==> config.mk <==
export PLATFORM = sky130hd
export DESIGN_NAME = mul16_seq_ctrl
export DESIGN_NICKNAME = d
export VERILOG_FILES = /design/src/rtl/mul16_pkg.sv /design/src/rtl/acc_window_mux.sv /design/src/rtl/mul16_seq_ctrl.sv
export SDC_FILE = /design/constraint.sdc
export NUM_CORES = 1
export LEC_CHECK = 0
export BUFFER_PORTS_ARGS = -buffer_cell sky130_fd_sc_hd__buf_2
export CORE_MARGIN = 4
export CORE_UTILIZATION = 45
export DETAILED_ROUTE_END_ITERATION = 16
export GPL_TIMING_DRIVEN = 0
export PLACE_DENSITY = 0.64
export REMOVE_ABC_BUFFERS = 1
export SLEW_MARGIN = 5
export SYNTH_ARGS = -nofsm -noshare
export SYNTH_HDL_FRONTEND = slang
export SYNTH_SLANG_ARGS = --single-unit
==> constraint.sdc <==
create_clock -name clk -period 4.7 [get_ports clk]
set_input_delay 0.235 -clock clk [delete_from_list [all_inputs] [get_ports clk]]
set_output_delay 0.235 -clock clk [all_outputs]
set_load 0.01 [all_outputs]
==> src/rtl/mul16_pkg.sv <==
// Shared types and constants for the 16x16 sequential shift-and-add multiplier.
package mul16_pkg;

    typedef enum logic [1:0] {
        IDLE = 2'd0,
        RUN  = 2'd1,
        DONE = 2'd2
    } state_t;

    localparam int          OP_W      = 16;
    localparam int          PROD_W    = 32;
    localparam int          STEP_W    = 4;
    localparam logic [3:0]  LAST_STEP = 4'd15;

endpackage

==> src/rtl/acc_window_mux.sv <==
// Selects the 16-bit accumulator window acc[step+15:step] that the current step adds into.
module acc_window_mux
    import mul16_pkg::*;
(
    input  logic [PROD_W-1:0] acc,
    input  logic [STEP_W-1:0] step,
    output logic [OP_W-1:0]   window
);

    // step never exceeds 15, so the slice stays inside acc[30:0]
    assign window = acc[step +: OP_W];

endmodule

==> src/rtl/mul16_seq_ctrl.sv <==
// Sequencer for a 16-step shift-and-add unsigned multiplier with valid/ready
// handshakes on the operand and product sides.
module mul16_seq_ctrl
    import mul16_pkg::*;
#(
    parameter bit EARLY_EXIT = 1'b0,
    parameter int WIDTH      = 16
) (
    input  logic                 clk,
    input  logic                 reset,
    input  logic                 in_valid,
    output logic                 in_ready,
    input  logic [WIDTH-1:0]     a,
    input  logic [WIDTH-1:0]     b,
    output logic                 out_valid,
    input  logic                 out_ready,
    output logic [2*WIDTH-1:0]   product,
    output logic                 busy,
    output logic [STEP_W-1:0]    step
);

    state_t              state_r;
    logic [OP_W-1:0]     a_r;
    logic [OP_W-1:0]     b_r;
    logic [PROD_W-1:0]   acc_r;
    logic [STEP_W-1:0]   step_r;
    logic                in_ready_r;
    logic                out_valid_r;
    logic                busy_r;

    logic [OP_W-1:0]     window_s;
    logic [OP_W-1:0]     addend_s;
    logic [OP_W:0]       sum_s;
    logic [PROD_W-1:0]   mask_s;
    logic [PROD_W-1:0]   wdata_s;
    logic [PROD_W-1:0]   acc_next_s;
    logic                upper_zero_s;
    logic                finish_s;

    acc_window_mux u_window (
        .acc    (acc_r),
        .step   (step_r),
        .window (window_s)
    );

    // Step datapath: 17-bit sum written back through a bit-enable mask over acc[step+16:step]
    always_comb begin
        addend_s     = b_r[step_r] ? a_r : 16'd0;
        sum_s        = {1'b0, window_s} + {1'b0, addend_s};
        mask_s       = 32'h0001_FFFF << step_r;
        wdata_s      = {15'd0, sum_s} << step_r;
        acc_next_s   = (acc_r & ~mask_s) | (wdata_s & mask_s);
        upper_zero_s = ((b_r >> ({1'b0, step_r} + 5'd1)) == 16'd0);
        finish_s     = (step_r == LAST_STEP) || (EARLY_EXIT && upper_zero_s);
    end

    // Control FSM with registered handshake/status outputs and the accumulator
    always_ff @(posedge clk) begin
        if (reset) begin
            state_r     <= IDLE;
            a_r         <= 16'd0;
            b_r         <= 16'd0;
            acc_r       <= 32'd0;
            step_r      <= 4'd0;
            in_ready_r  <= 1'b1;
            out_valid_r <= 1'b0;
            busy_r      <= 1'b0;
        end else begin
            case (state_r)
                IDLE: begin
                    if (in_valid && in_ready_r) begin
                        a_r        <= a;
                        b_r        <= b;
                        acc_r      <= 32'd0;
                        step_r     <= 4'd0;
                        in_ready_r <= 1'b0;
                        busy_r     <= 1'b1;
                        state_r    <= RUN;
                    end
                end
                RUN: begin
                    acc_r <= acc_next_s;
                    if (finish_s) begin
                        step_r      <= 4'd0;
                        busy_r      <= 1'b0;
                        out_valid_r <= 1'b1;
                        state_r     <= DONE;
                    end else begin
                        step_r <= step_r + 4'd1;
                    end
                end
                DONE: begin
                    // in_ready only rises after the hand-off edge: no same-cycle bypass
                    if (out_ready) begin
                        out_valid_r <= 1'b0;
                        in_ready_r  <= 1'b1;
                        state_r     <= IDLE;
                    end
                end
                default: begin
                    state_r     <= IDLE;
                    step_r      <= 4'd0;
                    in_ready_r  <= 1'b1;
                    out_valid_r <= 1'b0;
                    busy_r      <= 1'b0;
                end
            endcase
        end
    end

    assign in_ready  = in_ready_r;
    assign out_valid = out_valid_r;
    assign busy      = busy_r;
    assign step      = step_r;
    assign product   = acc_r;

endmodule
==> impl_results.md <==
* Worst skew pair latency at 0.35 ns
* Starting Density at 46.38%
* Final WS setup at 0.08668 ns
* Cell count after synthesis at 872
* Slew @ Worst Pin at 1.091 ns
* Max Slew Vio Count at 0
* Clock Sinks at 73
* CTS Buffer Depth at 2
* Largest stage delay, worst path at 0.64 ns
* Total gr overflow at 0
* CTS tree: yes
* GRT Total Usage at 25.08%
* Worst Path Required at 4.98 ns
* Final HPWL DP at 14.94 mm
* Int Pwr at 1253 uW
* Yosys synthesis warning count at 0
* Initial antenna violation count at 0
* Top Layer Used: met4
* Synth top area share at 22.44%
* Layout area overhead at 13.74%
* Antenna Cells at 0
* Nets@finish at 964
* Die area at 16460 um2
* Max_cap viols at 0
* Cells on worst reg2reg path at 12
* Clock skew at 0.004992 ns
* Peak VDD IR at 0.2415 mV
* Hold Path Stages at 3
* DRT Wirelength at 22.09 mm
* Library cells used by synthesis at 80
* Critical path class: flip-flop to flip-flop
* Core area at 14040 um2
* Sw Share at 33.68%
* Synth area leader: dfxtp_1
* Fin util at 52.75%
* Worst setup EP type: flip-flop
* Final cell count without fillers at 1092
* CP max FO at 15
* Footprint of the multi-input gates at 4676 um2
* M1 WL at 9.227 mm
* Leakage at 0.002867 uW
* Ys async rst share at 0%
* Seq/Total Area, Yosys at 22.44%
* Critical Path Source Type: flip-flop
* Post-Route Setup TNS at 0 ns
* Synth Register Bits at 73
* Routed vias at 6964
* Clock power frac at 39.6%
* Final GP Congestion at 0.9365
* Global-route wire length before repair at 32.97 mm
* Via/cell ratio at 6.377
* CP cell instances: mux4_2, mux4_2, and2_1, ha_1, a21oi_1, o21ai_0, and3_1, o311a_1, a211oi_1, o21ai_0, a21oi_1, o21bai_1
* Final Critical Period at 4.613 ns
* Drt wl/cell at 20.23 um
* Ratio of cells with drive above 1 in the final layout at 20.29%
* Rel. slew slack at 27.09%
* Die Ht at 128.3 um
* Status: finished clean
* Pwr Density at 255.0 nW/um2
* Synth area leaders: dfxtp_1, nand2_1, a21oi_1, mux4_2, o21ai_0
* Io pins at 75
* Most frequent cell after synthesis: nand2_1
* Largest net degree at the start of global routing at 74
* Register Area at 1476 um2
* Routed wl met2 at 9.783 mm
* Sequential share of power at 35.4%
* Comb pwr share at 25.0%
* H-Tree Depth at 3
* Row count at 43
* Vias in the first global route at 6049
* Avg Inst Size Synth at 7.468 um2
* Hold crit path type: input port to flip-flop
* Synth Cell Area at 6512 um2
* Met3 Routed Length at 2.405 mm
* Detail Route Antenna Nets at 0
* Cts bufs inserted at 9
* Residual DRC count at 0
* Max Clk Rate at 0.2168 GHz
* Fin crit share at 98.16%
* Setup WS pre-CTS at -0.7562 ns
* Endpoints failing hold at 0
* PortBufs at 74
* Setup violations, final at 0
* Crit path DAT at 4.90 ns
* Root buffer cell: clkbuf_16
* Initial drt markers at 943
* Post-synth EDFFs at 0
* Horiz. Die Dim at 128.3 um
* Slowest cell on crit path: mux4_2
* Fillers at 1418
* Drt first pass iters at 6
* Dpl cells at 1062
* Psw at 636.3 uW
* Reg clk slew, reported paths at 0.07 ns
* Predominant post-synthesis flop cell: dfxtp_1
* Post-synth top cells: nand2_1, a21oi_1, dfxtp_1
## worst max-delay path, delay by kind of cell (launching register included)
| kind | cells | cell delay [ns] |
|---|---|---|
| compound gates | 7 | 1.89 |
| mux | 2 | 1.25 |
| flops | 1 | 0.52 |
| simple gates | 2 | 0.48 |
| fa+ha+maj | 1 | 0.41 |
## worst paths after layout
kind	endpoint	slack, ns	start
max reg2reg	product[15]	0.09	step[0]
max	product[15]	0.09	step[0]
min	a_r[7]	0.12	a[7]
min reg2reg	a_r[15]	0.45	a_r[15]
## state kept, by name, indices dropped and copies added (netlist names)
register   count
product       32
a_r           16
b_r           16
step           4
state_r        2
busy           1
in_ready       1
out_valid      1
## cell type report
type                    count  area share, %
repair inverters            1        0.06757
multi-input cells         709          63.12
flip-flops and latches     73          19.93
inverters                  20          1.132
clock inverters             6         0.9966
well taps                 180          3.041
clock buffers              10          3.226
repair buffers             93          8.480
## layer usage
metal / vias to the layer above / GRT usage, %
li1: 3273 / -
met1: 3235 / 34.95
met2: 396 / 38.49
met3: 60 / 6.958
met4: 0 / 6.242
met5: - / 0
## metrics by stage
step                      total power (uW)  instance area, um2  hold slack [ns]
after detailed placement              1121                6817           0.4427
after global routing                  1969                7407           0.1083
final                                 1889                7407           0.1182
after global placement                1113                6684           0.4417
after CTS                             1871                7221           0.1136
after floorplan                      967.8                6088           0.3041
## cells in the final DEF, fill, tap and decap left out, drive strengths merged, types with 8 or more instances in the layout
master and n:
clkbuf 11, a21o 8, o211ai 21, mux2i 25
a211oi 13, ha 20, dfxtp 73, a21oi 95
a22oi 9, mux2 10, nand2 150, and2 24
inv 22, buf 92, a31oi 19, or3 8
o21ai 54, nand2b 8, nor2 65, mux4 21
nor3 16, nand4 14, nor2b 11, nand3 19
## cell families after synthesis
group	Yosys count	share of synthesized area (%)
xor gates and xnor gates	7	0.9414
adders and majority gates	21	4.150
AOI/OAI and AO/OA	282	27.72
DFF	73	22.44
muxes	55	12.49
buffers and inverters	91	7.666
and+or+nand+nor	343	24.59
## power groups by stage
stage               registers (uW)  clock network [uW]  logic [uW]
floorplan                      691                   0         277
global placement               697                   0         416
detailed placement             687                   0         434
CTS                            670                 756         445
global route                   673                 784         512
finish                         669                 748         472
## what timing repair did
item	in CTS	in global routing
setup buffers	6	5
gates cloned	0	3
hold buffers	0	0
hold endpoints to repair	0	0
setup endpoints to repair	27	26
pin swaps	2	3
resized for setup	10	24
(Power assumes the default switching activity.)
